==> config.mk <==
export PLATFORM = sky130hd
export DESIGN_NAME = jtag_scan_master
export DESIGN_NICKNAME = d
export VERILOG_FILES = /design/src/rtl/jtag_scan_master.sv
export SDC_FILE = /design/constraint.sdc
export NUM_CORES = 1
export LEC_CHECK = 0
export CAP_MARGIN = 25
export CORE_MARGIN = 2
export CORE_UTILIZATION = 30
export CTS_CLUSTER_SIZE = 30
export DETAILED_ROUTE_END_ITERATION = 10
export GPL_TIMING_DRIVEN = 0
export PLACE_DENSITY = 0.59
export SLEW_MARGIN = 20
export SYNTH_ARGS = -nofsm -noshare
export SYNTH_HDL_FRONTEND = slang
export SYNTH_SLANG_ARGS = --single-unit
==> constraint.sdc <==
create_clock -name clk_sys_i -period 4.02 [get_ports clk_sys_i]
set_clock_uncertainty 0.1 [all_clocks]
set_input_delay 1.206 -clock clk_sys_i [delete_from_list [all_inputs] [get_ports clk_sys_i]]
set_output_delay 1.206 -clock clk_sys_i [all_outputs]
set_load 0.05 [all_outputs]
==> src/rtl/jtag_scan_master.sv <==
// jtag_scan_master: command-driven JTAG master for TAP reset, IR/DR scans and idle clocking.
// Define JTAG_SCAN_TDO_SYNC_EN to pass tdo_i through a 2-flop synchronizer before sampling.
module jtag_scan_master #(
  parameter int MaxScanLen = 64,
  parameter int ClkDivHalf = 5,
  parameter int ResetTmsCycles = 5
) (
  input  logic                              clk_sys_i,
  input  logic                              rst_sys_i,
  input  logic                              cmd_valid_i,
  output logic                              cmd_ready_o,
  input  logic [1:0]                        cmd_op_i,
  input  logic [$clog2(MaxScanLen+1)-1:0]   cmd_len_i,
  input  logic [MaxScanLen-1:0]             cmd_data_i,
  output logic                              rsp_valid_o,
  input  logic                              rsp_ready_i,
  output logic [MaxScanLen-1:0]             rsp_data_o,
  output logic                              rsp_err_o,
  output logic                              tap_synced_o,
  output logic                              tck_o,
  output logic                              tms_o,
  output logic                              tdi_o,
  output logic                              trst_no,
  input  logic                              tdo_i
);
  localparam int LW = $clog2(MaxScanLen + 1);
  localparam int IW = $clog2(MaxScanLen);
  localparam int CW = $clog2(MaxScanLen + ResetTmsCycles + 1);
  localparam int DW = $clog2(ClkDivHalf);
  localparam logic [2:0] IDLE = 3'd0, TRST = 3'd1, PRE = 3'd2, SHIFT = 3'd3, POST = 3'd4, RUNI = 3'd5, RESP = 3'd6;
  localparam logic [1:0] OP_RESET = 2'd0, OP_IR = 2'd1, OP_DR = 2'd2, OP_RUN = 2'd3;
  logic [2:0] state;
  logic [1:0] op;
  logic [LW-1:0] len;
  logic [MaxScanLen-1:0] data, cap;
  logic [CW-1:0] cnt, last_cnt;
  logic [DW-1:0] div;
  logic [IW-1:0] idx;
  logic tck, err, synced, tdo_s, active, half_end, bit_end, last, reject;
`ifdef JTAG_SCAN_TDO_SYNC_EN
  logic [1:0] tdo_q;
  always_ff @(posedge clk_sys_i) tdo_q <= rst_sys_i ? 2'b00 : {tdo_q[0], tdo_i};
  assign tdo_s = tdo_q[1];
  if (ClkDivHalf < 3) begin : g_div_chk
    $error("ClkDivHalf must be at least 3 when the TDO synchronizer is enabled");
  end
`else
  assign tdo_s = tdo_i;
`endif
  always_comb begin
    idx = cnt[IW-1:0];
    active = state inside {TRST, PRE, SHIFT, POST, RUNI};
    half_end = div == DW'(ClkDivHalf - 1);
    bit_end = active && tck && half_end;
    last_cnt = state == TRST ? CW'(ResetTmsCycles - 1) :
               state == PRE ? (op == OP_IR ? CW'(3) : CW'(2)) :
               state == POST ? CW'(1) : CW'(len) - CW'(1);
    last = cnt == last_cnt;
    reject = (cmd_op_i == OP_IR || cmd_op_i == OP_DR) &&
             (cmd_len_i == '0 || cmd_len_i > LW'(MaxScanLen) || !synced);
    tms_o = state == TRST ? 1'b1 :
            state == PRE ? (op == OP_IR ? cnt < CW'(2) : cnt == '0) :
            state == SHIFT ? last :
            state == POST ? cnt == '0 : state != RUNI;
    tdi_o = state == SHIFT && data[idx];
    trst_no = state != TRST;
    tck_o = tck;
    cmd_ready_o = state == IDLE && !rst_sys_i;
    rsp_valid_o = state == RESP;
    rsp_data_o = cap;
    rsp_err_o = err;
    tap_synced_o = synced;
  end
  always_ff @(posedge clk_sys_i) begin
    if (rst_sys_i) begin
      state <= IDLE;
      op <= '0;
      len <= '0;
      data <= '0;
      cap <= '0;
      cnt <= '0;
      div <= '0;
      tck <= 1'b0;
      err <= 1'b0;
      synced <= 1'b0;
    end else begin
      if (active) begin
        div <= half_end ? '0 : div + 1'b1;
        if (half_end) tck <= ~tck;
      end
      if (bit_end) begin
        cnt <= last ? '0 : cnt + 1'b1;
        if (state == SHIFT) cap[idx] <= tdo_s;
        if (last) begin
          state <= state == TRST ? RUNI : state == PRE ? SHIFT : state == SHIFT ? POST : RESP;
          if (state == TRST) len <= LW'(1);
          if (state == RUNI && op == OP_RESET) synced <= 1'b1;
        end
      end
      if (state == IDLE && cmd_valid_i) begin
        op <= cmd_op_i;
        len <= cmd_len_i;
        data <= cmd_data_i;
        cap <= '0;
        cnt <= '0;
        div <= '0;
        err <= reject;
        if (cmd_op_i == OP_RESET) synced <= 1'b0;
        state <= cmd_op_i == OP_RESET ? TRST :
                 (reject || cmd_len_i == '0) ? RESP :
                 cmd_op_i == OP_RUN ? RUNI : PRE;
      end
      if (state == RESP && rsp_ready_i) state <= IDLE;
    end
  end
endmodule

## After elaboration in Yosys (flattened, before gate mapping)

Cells that the tools add are included.

- Latch bits: 0
- Logic and storage cells: 96
- Output and inout port bits: 72
- Memory bits (read-only): 0
- RAM bits: 0
- Memories: 0
- Register bits: 153
- Input port bits: 78

- Divide/modulo/power cells: 0
- Equality and inequality tests: 14
- Shift operators: 0
- $add $sub $neg: 3
- Reductions and logical operators: 30
- Multiply operators: 0
- Multiplexer cells: 34
- $lt $le $gt $ge: 4
- Bitwise operators: 1

Operators by type and width:

| kind | number |
|---|---|
| 64-bit bitwise mux | 1 |
| 7-bit two-way mux | 8 |
| 3-bit two-way mux | 9 |
| 7-bit zero test | 2 |
| 1-bit two-way mux | 13 |
| 3-bit equality test, second input constant | 4 |
| 1-bit logical AND | 9 |
| 7-bit by 1-bit adder with 7-bit output, second input constant | 1 |
| 7-bit equality test | 1 |
| 7-bit greater-than comparator, second input constant | 1 |
| 6-bit by 7-bit < comparator with 1-bit output, second input constant | 1 |
| 7-bit by 2-bit < comparator with 1-bit output, second input constant | 1 |
| 7-bit by 1-bit subtractor with 7-bit output, second input constant | 1 |
| 1-bit binary-select mux with 6-bit select | 1 |
| 1-bit demux with 6-bit select | 1 |
| 3-bit by 2-bit equality test with 1-bit output, second input constant | 2 |
| 6-bit by 1-bit greater-or-equal comparator with 1-bit output, second input constant | 1 |
| 2-bit AND reduction | 3 |
| 2-bit nonzero test | 3 |
| 5-bit nonzero test | 1 |
| 2-bit by 1-bit equality test with 1-bit output, second input constant | 2 |
| 2-bit equality test, second input constant | 2 |
| 2-bit zero test | 2 |
| 1-bit logical OR | 4 |
| 10 further kinds | 12 |

## Logic depth before layout (Yosys ltp)

Gate-level depths: netlist of the first run.

- Depth after elaboration: 9
- Gate-level depth with buffers: 10
- Gate-level depth less buffers: 9

## Worst setup path before layout of the first run

Ideal clock, no wire load.

- Kind: reg2out
- Start point: register len[0]
- End point: output port tms_o
- Arrival: 3016 ps
- Cell stages (with the launch flop): 10
- Slack: -302 ps
- Buffers on the path: 0
- Required time: 2714 ps
- Cell sequence: dfxtp_1 -> inv_1 -> ha_1 -> nor3b_1 -> xnor2_1 -> or4_1 -> o311a_1 -> a211oi_1 -> a22oi_1 -> a22oi_1

- Word-level cells in the longest chain between the ends: 8

Ends and longest elaborated chain:

| what | line | RTL |
|---|---|---|
| start, declared | 34 | `logic [LW-1:0] len;` |
| start signal, assigned | 102 | `len <= cmd_len_i;` |
| 7-bit by 1-bit subtractor with 7-bit output | 57 | `state == POST ? CW'(1) : CW'(len) - CW'(1);` |
| 7-bit two-way mux | 57 |  |
| 7-bit two-way mux | 56 | `state == PRE ? (op == OP_IR ? CW'(3) : CW'(2)) :` |
| 7-bit two-way mux | 55 | `last_cnt = state == TRST ? CW'(ResetTmsCycles - 1) :` |
| 7-bit equality test | 58 | `last = cnt == last_cnt;` |
| 1-bit two-way mux | 63 | `state == SHIFT ? last :` |
| 1-bit two-way mux | 62 | `state == PRE ? (op == OP_IR ? cnt < CW'(2) : cnt == '0) :` |
| 1-bit two-way mux | 61 | `tms_o = state == TRST ? 1'b1 :` |
| end, declared | 21 | `output logic tms_o,` |

No other way between the ends.

## Worst setup path after layout of the first run

- Start point: register len[3]
- End point: output port tms_o

Same word-level chain as after synthesis.

==> flow_metrics.py, run 1 <==
metrics = {
    "logic_synthesis": {
        "ys_ff_latch": 153,
        "synthesis.nets": 880,
        "synth.avg_cell_area_sq_um": 8.70,
        "yosysTopAreaCell": "dfxtp_1",
        "synth_top_cell_area_share": 0.443,
        "async_flop_share": 0,
        "synth_edf_count": 0,
        "syn_inst": 795,
        "synth_area_leaders": "dfxtp_1 (44%), a22o_1 (9.2%), a21oi_1 (4.8%)",
        "synth_area_sq_um": 6920,
        "synth_top_flop_cell": "dfxtp_1",
        "yosysSeqAreaShare": 0.443,
        "synth.distinct_cells": 59,
        "synth.yosys.warnings": 0,
    },
    "min_path": {
        "holdPathStages": 2,
        "hold_path_class": "register to register",
    },
    "finish": {
        "drive_gt1_frac": 0.0957,
        "antenna_cells": 0,
        "finish.utilization": 0.420,
        "syn2layout_area_growth_pct": 37.3,
        "fin_nets": 1054,
    },
    "clocking": {
        "clk_pin_slew_ps": 60,
        "insertion_delay_ps": 430,
        "h-tree-depth": 4,
        "cts_tree": "done",
        "clock-sinks": 153,
        "root_buffer": "clkbuf_16",
        "cts_max_path_buffers": 2,
        "cts_inserted_buffers": 17,
    },
    "timing": {
        "tns_ps": -291,
        "period_needed_ps": 4310,
        "fmax_ghz": 0.232,
        "slew_headroom": 0.353,
        "final-setup-viol-count": 1,
        "finalCritPeriodShare": 1.07,
        "slew_violations": 0,
        "timing.hold.ws_ps": 354,
        "worst_slew_pin_slew_ps": 963,
        "hold_viol_final": 0,
        "rsz0062_at_grt": "yes",
        "postLayoutSetupSlackWorst_ps": -291,
    },
    "setup_path": {
        "slowest_stage": "or4_4",
        "cp_data_required_time_ps": 2710,
        "crit_cells": 8,
        "critPathCaptureType": "primary output",
        "crit_type": "register to primary output",
        "r2r_slack_ps": 900,
        "path_delay_family": "compound AO/OA/AOI/OAI gates",
        "cp_common_cell": "a22oi_2",
        "worstPathCellList": "or3_4 > or4_4 > a2111oi_4 > a22oi_2 > a211oi_4 > a22oi_2 > a22oi_2 > buf_6",
        "worstPathArrival_ps": 3010,
        "cpPeakStageDelay_ps": 440,
        "start_kind": "register",
        "path_buf_inv": 1,
        "cp_max_fo": 3,
        "rr_worst_depth": 9,
    },
    "pwr": {
        "switching_share": 0.305,
        "internal-power_w": 0.00282,
        "power_density_nw_per_um2": 427,
        "combPwrFrac": 0.208,
        "switching_power_w": 0.00124,
        "ir_worst_vdd_uv": 247,
        "p_clk_frac": 0.370,
        "p_seq_frac": 0.422,
        "leakagePower_nw": 3.26,
    },
    "place": {
        "post-place-ws_ps": -1080,
        "port_buffers": 147,
        "place_congestion": 0.835,
        "hpwl_um": 16300,
    },
    "routing": {
        "drt_iter0_drc": 456,
        "ant_nets": 0,
        "via_count": 6545,
        "firstDrtPassIters": 6,
        "drt_wl_total_um": 22300,
        "drc": 0,
        "vias_per_cell": 5.17,
        "wl_per_cell_um": 17.6,
    },
    "global_route": {
        "grt_pass1_wl_um": 34800,
        "grt_use_total": 0.185,
        "grt_max_degree": 17,
        "antenna_found_initial": 0,
        "grt_pass1_vias": 6188,
        "overflow": 0,
    },
    "floorplan": {
        "core-area_sq_um": 22600,
        "initial_core_util": 0.306,
        "rows": 55,
        "die_w_um": 156,
        "die_y_um": 156,
        "dieArea_sq_um": 24300,
        "ios": 150,
    },
    "outcome": {
        "status": "finished, violations left",
        "violations": "negative setup slack",
    },
    "job": {
        "drv_cap": 0,
    },
}
[final timing paths]
| check | startpoint | to |
|---|---|---|
| max | len[3] | tms_o |
| min | rsp_data_o[19] | rsp_data_o[19] |
| max reg2reg | state[0] | cnt[5] |
| min reg2reg | rsp_data_o[19] | rsp_data_o[19] |
[sequential cells by signal, indices dropped and copies added (netlist names)]
signal,cells
state,3
cnt,7
tap_synced_o,1
rsp_err_o,1
div,3
len,7
tck_o,1
data,64
rsp_data_o,64
op,2
[cells in the final DEF, fill, tap and decap left out, types with 8 or more instances in the layout]
| cell | netlist | layout |
|---|---|---|
| a21oi_1 | 67 | 67 |
| nor2_1 | 85 | 83 |
| mux2i_1 | 26 | 26 |
| nand3_1 | 50 | 50 |
| a22o_1 | 73 | 73 |
| mux2_2 | 9 | 9 |
| buf_1 | 11 | 8 |
| nand2_1 | 83 | 83 |
| nor2b_1 | 9 | 8 |
| clkbuf_16 | 0 | 17 |
| clkbuf_1 | 51 | 42 |
| nand2b_1 | 8 | 8 |
| buf_4 | 0 | 11 |
| dfxtp_1 | 153 | 145 |
| clkdlybuf4s50_1 | 0 | 144 |
| nor3_1 | 15 | 14 |
| inv_1 | 12 | 12 |
| o21ai_0 | 33 | 33 |
[worst reg2reg max path: stages, from the launching register on]
cell	delay, ps
dfxtp_1	300
clkbuf_1	240
clkbuf_2	280
nor3_1	120
and2_1	230
nor2_1	440
clkbuf_1	460
buf_1	470
nand2_1	270
nor2_1	150
[cell usage after synthesis (5+ instances only)]
| library cell | n |
|---|---|
| inv_1 | 12 |
| buf_1 | 11 |
| nor2b_1 | 9 |
| dfxtp_1 | 153 |
| a22o_1 | 73 |
| mux2_2 | 9 |
| nand2b_1 | 8 |
| xor2_1 | 6 |
| a221oi_1 | 6 |
| ha_1 | 7 |
| nor2_1 | 85 |
| mux2i_1 | 26 |
| a22oi_1 | 9 |
| o21ai_0 | 33 |
| nand3_1 | 50 |
| or3_1 | 5 |
| mux4_2 | 5 |
| nor3_1 | 15 |
| clkbuf_1 | 51 |
| a31oi_1 | 5 |
| nand2_1 | 83 |
| a21oi_1 | 67 |
[stage by stage]
step / cells / instance area, sq um / power [W]
floorplan: 795 / 6930 / 0.00227
global placement: 1227 / 8760 / 0.00252
detailed placement: 1227 / 8760 / 0.00253
CTS: 1263 / 9430 / 0.00406
global route: 1267 / 9500 / 0.00424
finish: 1267 / 9500 / 0.00405
[layout make-up]
class                      instances  area [sq um]
clock buffer                      18           429
clock inverter                    14           119
sequential                       153          3080
tap                              285           357
timing repair buffer             157          1540
multi-input combinational        566          3650
fill                            2220         13100
inverter                          13          48.8
buffer                            61           273
[routing by layer]
metal  up-vias  GRT usage  routed length [um]
li1       3237          -                   -
met1      3112      0.253               10400
met2       172      0.301               10500
met3        24     0.0350                 996
met4         0     0.0498                 341
met5         -          0                   0
[power by group through the flow]
stage | combinational (W) | clock (W) | sequential (W)
3_3_place_gp | 0.000779 | 0 | 0.00174
4_1_cts | 0.000834 | 0.00152 | 0.00171
6_report | 0.000843 | 0.00150 | 0.00171
3_5_place_dp | 0.000783 | 0 | 0.00175
2_1_floorplan | 0.000542 | 0 | 0.00173
5_1_grt | 0.000922 | 0.00159 | 0.00173
[logic make-up after synthesis]
group	count (synthesis)	synth area share
simple gates	280	0.184
compound gates	227	0.230
flops	153	0.443
buf+inv	76	0.0423
mux	40	0.0685
xor+xnor	12	0.0192
fa+ha+maj	7	0.0127
[what timing repair did]
action                     in CTS  in global routing
pin swaps                       6                  2
gates resized for setup        48                 15
setup endpoints to repair       3                  3
buffers inserted                6                  3
hold buffers                    0                  0
cloned                          0                  0
No activity file was read; power rests on OpenSTA's default activity.
==> run 2: changes to the inputs <==
Settings changed: CTS_CLUSTER_SIZE 30 to 25, SKIP_CTS_REPAIR_TIMING from default to 1.
==> flow_metrics.py, run 2 (synthesis results as in run 1) <==
metrics = {
    "outcome": {
        "status": "finished, violations left",
        "violations": "negative setup slack",
    },
    "timing": {
        "slew_violations": 0,
        "hold_viol_final": 0,
        "finalCritPeriodShare": 1.08,
        "rsz0062_at_grt": "yes",
        "postLayoutSetupSlackWorst_ps": -303,
        "fmax_ghz": 0.231,
        "tns_ps": -303,
        "period_needed_ps": 4320,
        "slew_headroom": 0.346,
        "worst_slew_pin_slew_ps": 973,
        "final-setup-viol-count": 1,
    },
    "clocking": {
        "h-tree-depth": 4,
        "cts_inserted_buffers": 17,
        "cts_max_path_buffers": 2,
        "root_buffer": "clkbuf_16",
        "clock-sinks": 153,
        "cts_tree": "done",
        "insertion_delay_ps": 430,
        "clk_pin_slew_ps": 60,
    },
    "floorplan": {
        "core-area_sq_um": 22600,
        "dieArea_sq_um": 24300,
        "rows": 55,
        "die_w_um": 156,
        "die_y_um": 156,
        "initial_core_util": 0.306,
        "ios": 150,
    },
    "finish": {
        "final_common_cell": "dfxtp_1",
        "fin_nets": 1055,
        "finish.utilization": 0.421,
        "antenna_cells": 0,
        "drive_gt1_frac": 0.0977,
        "nFillCells": 2214,
        "syn2layout_area_growth_pct": 37.7,
        "most-common-layout-cells": "dfxtp_1 (146), clkdlybuf4s50_1 (144), nor2_1 (83), nand2_1 (83), a22o_1 (73)",
    },
    "setup_path": {
        "rr_worst_depth": 9,
        "cp_data_required_time_ps": 2710,
        "worstPathArrival_ps": 3020,
        "timing.rr.end": "cnt[5]",
        "cp_common_cell": "a22oi_2",
        "start_kind": "register",
        "slowest_stage": "or4_4",
        "cpPeakStageDelay_ps": 440,
        "r2r_slack_ps": 900,
        "r2r-start": "state[0]",
        "worstPathCellList": "or3_4 > or4_4 > a2111oi_4 > a22oi_2 > a211oi_4 > a22oi_2 > a22oi_2 > buf_6",
        "crit_type": "register to primary output",
        "cp_max_fo": 4,
        "critPathCaptureType": "primary output",
    },
    "pwr": {
        "ir_worst_vdd_uv": 245,
        "power_density_nw_per_um2": 425,
        "leakagePower_nw": 3.28,
    },
    "global_route": {
        "use_met1": 0.251,
        "antenna_found_initial": 0,
        "top_usage_layer": "met2",
        "grt_pass1_wl_um": 34500,
        "grtUsageMet3": 0.0350,
        "grt_max_degree": 17,
        "grt_use_total": 0.183,
        "gr-usage-met2": 0.296,
        "grt_pass1_vias": 6130,
        "overflow": 0,
    },
    "routing": {
        "ant_nets": 0,
        "drt_iter0_drc": 488,
        "drc": 0,
        "via_count": 6546,
        "firstDrtPassIters": 4,
        "wl_per_cell_um": 17.7,
        "vias_per_cell": 5.16,
        "drt_wl_total_um": 22500,
    },
    "place": {
        "hpwl_um": 16300,
        "port_buffers": 147,
        "place_congestion": 0.835,
    },
    "min_path": {
        "holdPathStages": 2,
        "hold_path_class": "register to register",
        "min_from": "rsp_data_o[53]",
        "hold_end": "rsp_data_o[53]",
    },
    "job": {
        "drv_cap": 0,
    },
}
run 2: power breakdown:
group / internal (W) / leakage [nW] / switching [W] / total (W)
Clock: 0.000805 / 0.257 / 0.000690 / 0.00149
Combinational: 0.000375 / 1.78 / 0.000467 / 0.000843
Sequential: 0.00164 / 1.25 / 0.0000798 / 0.00172
run 2: per-stage QoR:
stage | setup slack (ps) | hold WS, ps | cells | power (W) | area [sq um]
6_report | -303 | 355 | 1268 | 0.00405 | 9530
5_1_grt | -400 | 379 | 1268 | 0.00424 | 9530
4_1_cts | -1570 | 358 | 1259 | 0.00402 | 9310
3_5_place_dp | -1080 | 349 | 1227 | 0.00253 | 8760
3_3_place_gp | -1060 | 344 | 1227 | 0.00252 | 8760
2_1_floorplan | -27.7 | 341 | 795 | 0.00227 | 6930
run 2: layout make-up:
| type | instances | area (sq um) | share of cell area |
|---|---|---|---|
| plain buffers | 62 | 284 | 0.0298 |
| clock buffers | 18 | 429 | 0.0450 |
| clock inverters | 14 | 119 | 0.0125 |
| inverters | 13 | 52.6 | 0.00552 |
| multi-input cells | 566 | 3660 | 0.384 |
| flip-flops and latches | 153 | 3080 | 0.323 |
| well taps | 285 | 357 | 0.0374 |
| repair buffers | 157 | 1550 | 0.162 |
run 2: how the worst max path moves through the flow:
stage	from	end	cells after the start
after floorplan	len[0]	tms_o	9
after global placement	len[0]	tms_o	10
after detailed placement	cnt[2]	tdi_o	9
after CTS	len[0]	tms_o	10
after global routing	len[3]	tms_o	8
final	len[3]	tms_o	8
run 2: per-layer routing:
metal  vias up  part of all wire
met5         -                 0
met4         0             0.013
met3        21             0.047
met2       182              0.48
met1      3101              0.46
li1       3242                 -
run 2: critical path: cells and delay by family (launching register included):
family	cells	cell delay, ps
AO/OA/AOI/OAI	5	1210
AND/OR/NAND/NOR	2	830
flip-flops	1	350
buffers and inverters	1	200
==> run 3: changes to the inputs <==
Settings changed: SLEW_MARGIN 20 to 0.
==> flow_metrics.py, run 3 (synthesis results as in run 1) <==
metrics = {
    "place": {
        "hpwl_um": 16300,
        "port_buffers": 147,
        "postPlaceCellArea_sq_um": 8760,
        "place_congestion": 0.835,
    },
    "setup_path": {
        "cp_common_cell": "a22oi_2",
        "rr_worst_depth": 9,
        "cp_max_fo": 4,
        "worstPathArrival_ps": 3020,
        "cpPeakStageDelay_ps": 440,
        "crit_type": "register to primary output",
        "crit_cells": 8,
        "critPathCaptureType": "primary output",
        "slowest_stage": "or4_4",
        "r2r-start": "state[0]",
        "cp_data_required_time_ps": 2710,
        "timing.rr.end": "cnt[3]",
        "worstPathCellList": "or3_4 > or4_4 > a2111oi_4 > a22oi_2 > a211oi_4 > a22oi_2 > a22oi_2 > buf_6",
        "r2r_slack_ps": 880,
        "start_kind": "register",
        "path_delay_family": "compound AO/OA/AOI/OAI gates",
        "path_buf_inv": 1,
    },
    "finish": {
        "seqCellArea_sq_um": 3080,
        "fin_nets": 1055,
        "final_common_cell": "dfxtp_1",
        "fin_area_sq_um": 9530,
        "finish.utilization": 0.421,
        "drive_gt1_frac": 0.0966,
        "most-common-layout-cells": "dfxtp_1 (146), clkdlybuf4s50_1 (144), nor2_1 (83), nand2_1 (83), a22o_1 (73)",
        "antenna_cells": 0,
        "syn2layout_area_growth_pct": 37.7,
        "nFillCells": 2215,
        "multi_input_area_sq_um": 3650,
    },
    "clocking": {
        "clock-sinks": 153,
        "cts_max_path_buffers": 2,
        "h-tree-depth": 4,
        "insertion_delay_ps": 430,
        "cts_inserted_buffers": 17,
        "root_buffer": "clkbuf_16",
        "cts_tree": "done",
        "clk_pin_slew_ps": 60,
    },
    "global_route": {
        "gr-usage-met2": 0.296,
        "grt_pass1_wl_um": 34500,
        "overflow": 0,
        "grtUsageMet3": 0.0350,
        "antenna_found_initial": 0,
        "grt_use_total": 0.183,
        "grt_max_degree": 17,
        "grt_pass1_vias": 6130,
        "use_met1": 0.251,
        "top_usage_layer": "met2",
    },
    "floorplan": {
        "ios": 150,
        "die_w_um": 156,
        "rows": 55,
        "initial_core_util": 0.306,
        "die_y_um": 156,
        "core-area_sq_um": 22600,
        "dieArea_sq_um": 24300,
    },
    "routing": {
        "via_count": 6497,
        "drt_iter0_drc": 475,
        "drc": 0,
        "vias_per_cell": 5.12,
        "drt_wl_total_um": 22500,
        "firstDrtPassIters": 5,
        "ant_nets": 0,
        "wl_per_cell_um": 17.7,
    },
    "timing": {
        "rsz0062_at_grt": "yes",
        "slew_headroom": 0.279,
        "final-setup-viol-count": 1,
        "postLayoutSetupSlackWorst_ps": -306,
        "slew_violations": 0,
        "hold_viol_final": 0,
        "fmax_ghz": 0.231,
        "worst_slew_pin_slew_ps": 1070,
        "period_needed_ps": 4330,
        "finalCritPeriodShare": 1.08,
    },
    "outcome": {
        "status": "finished, violations left",
        "violations": "negative setup slack",
    },
    "min_path": {
        "hold_path_class": "register to register",
        "holdPathStages": 2,
        "hold_end": "rsp_data_o[19]",
        "min_from": "rsp_data_o[19]",
    },
    "pwr": {
        "leakagePower_nw": 3.28,
        "switching_power_w": 0.00124,
        "p_seq_frac": 0.423,
        "ir_worst_vdd_uv": 248,
        "combPwrFrac": 0.208,
        "p_clk_frac": 0.369,
        "internal-power_w": 0.00282,
        "power_density_nw_per_um2": 426,
        "switching_share": 0.306,
    },
    "job": {
        "drv_cap": 0,
    },
}
[run 3: power by group through the flow]
stage / sequential, W / clock, W / combinational, W
final: 0.00172 / 0.00150 / 0.000843
after global routing: 0.00173 / 0.00159 / 0.000921
after CTS: 0.00171 / 0.00152 / 0.000788
after detailed placement: 0.00175 / 0 / 0.000783
after floorplan: 0.00173 / 0 / 0.000542
after global placement: 0.00174 / 0 / 0.000779
[run 3: layer usage]
layer  wire length [um]  up-vias
li1                   -     3242
met1              10500     3079
met2              10700      152
met3                948       24
met4                311        0
met5                  0        -
[run 3: final cells by class]
cell class                      instances  share of cell area
Timing Repair Buffer                  157               0.162
Clock inverter                         14              0.0125
Inverter                               13             0.00552
Tap cell                              285              0.0374
Buffer                                 62              0.0298
Clock buffer                           18              0.0451
Multi-Input combinational cell        566               0.384
Sequential cell                       153               0.324
[run 3: through the flow]
step                std cells  total power, W  worst slack (ps)  hold slack [ps]  TNS [ps]
floorplan                 795         0.00227             -27.7              341     -27.7
global placement         1227         0.00252             -1060              344     -2070
detailed placement       1227         0.00253             -1080              349     -2160
CTS                      1259         0.00402             -1570              358     -3190
global route             1268         0.00424              -400              379      -400
finish                   1268         0.00406              -306              354      -306
[run 3: worst max-delay path by stage]
stage,start,endpoint,slack [ps]
after floorplan,len[0],tms_o,-30
after global placement,len[0],tms_o,-1060
after CTS,len[0],tms_o,-1570
after detailed placement,cnt[2],tdi_o,-1080
after global routing,len[3],tms_o,-400
final,len[3],tms_o,-310
[run 3: worst reg2reg max path, cell delays in order (launching register included)]
cell and delay, ps:
dfxtp_1 300, clkbuf_1 240, clkbuf_2 280, nor3_1 120
and2_1 230, nor2_1 440, clkbuf_1 460, buf_1 480
nand2_1 270, nor2_1 150
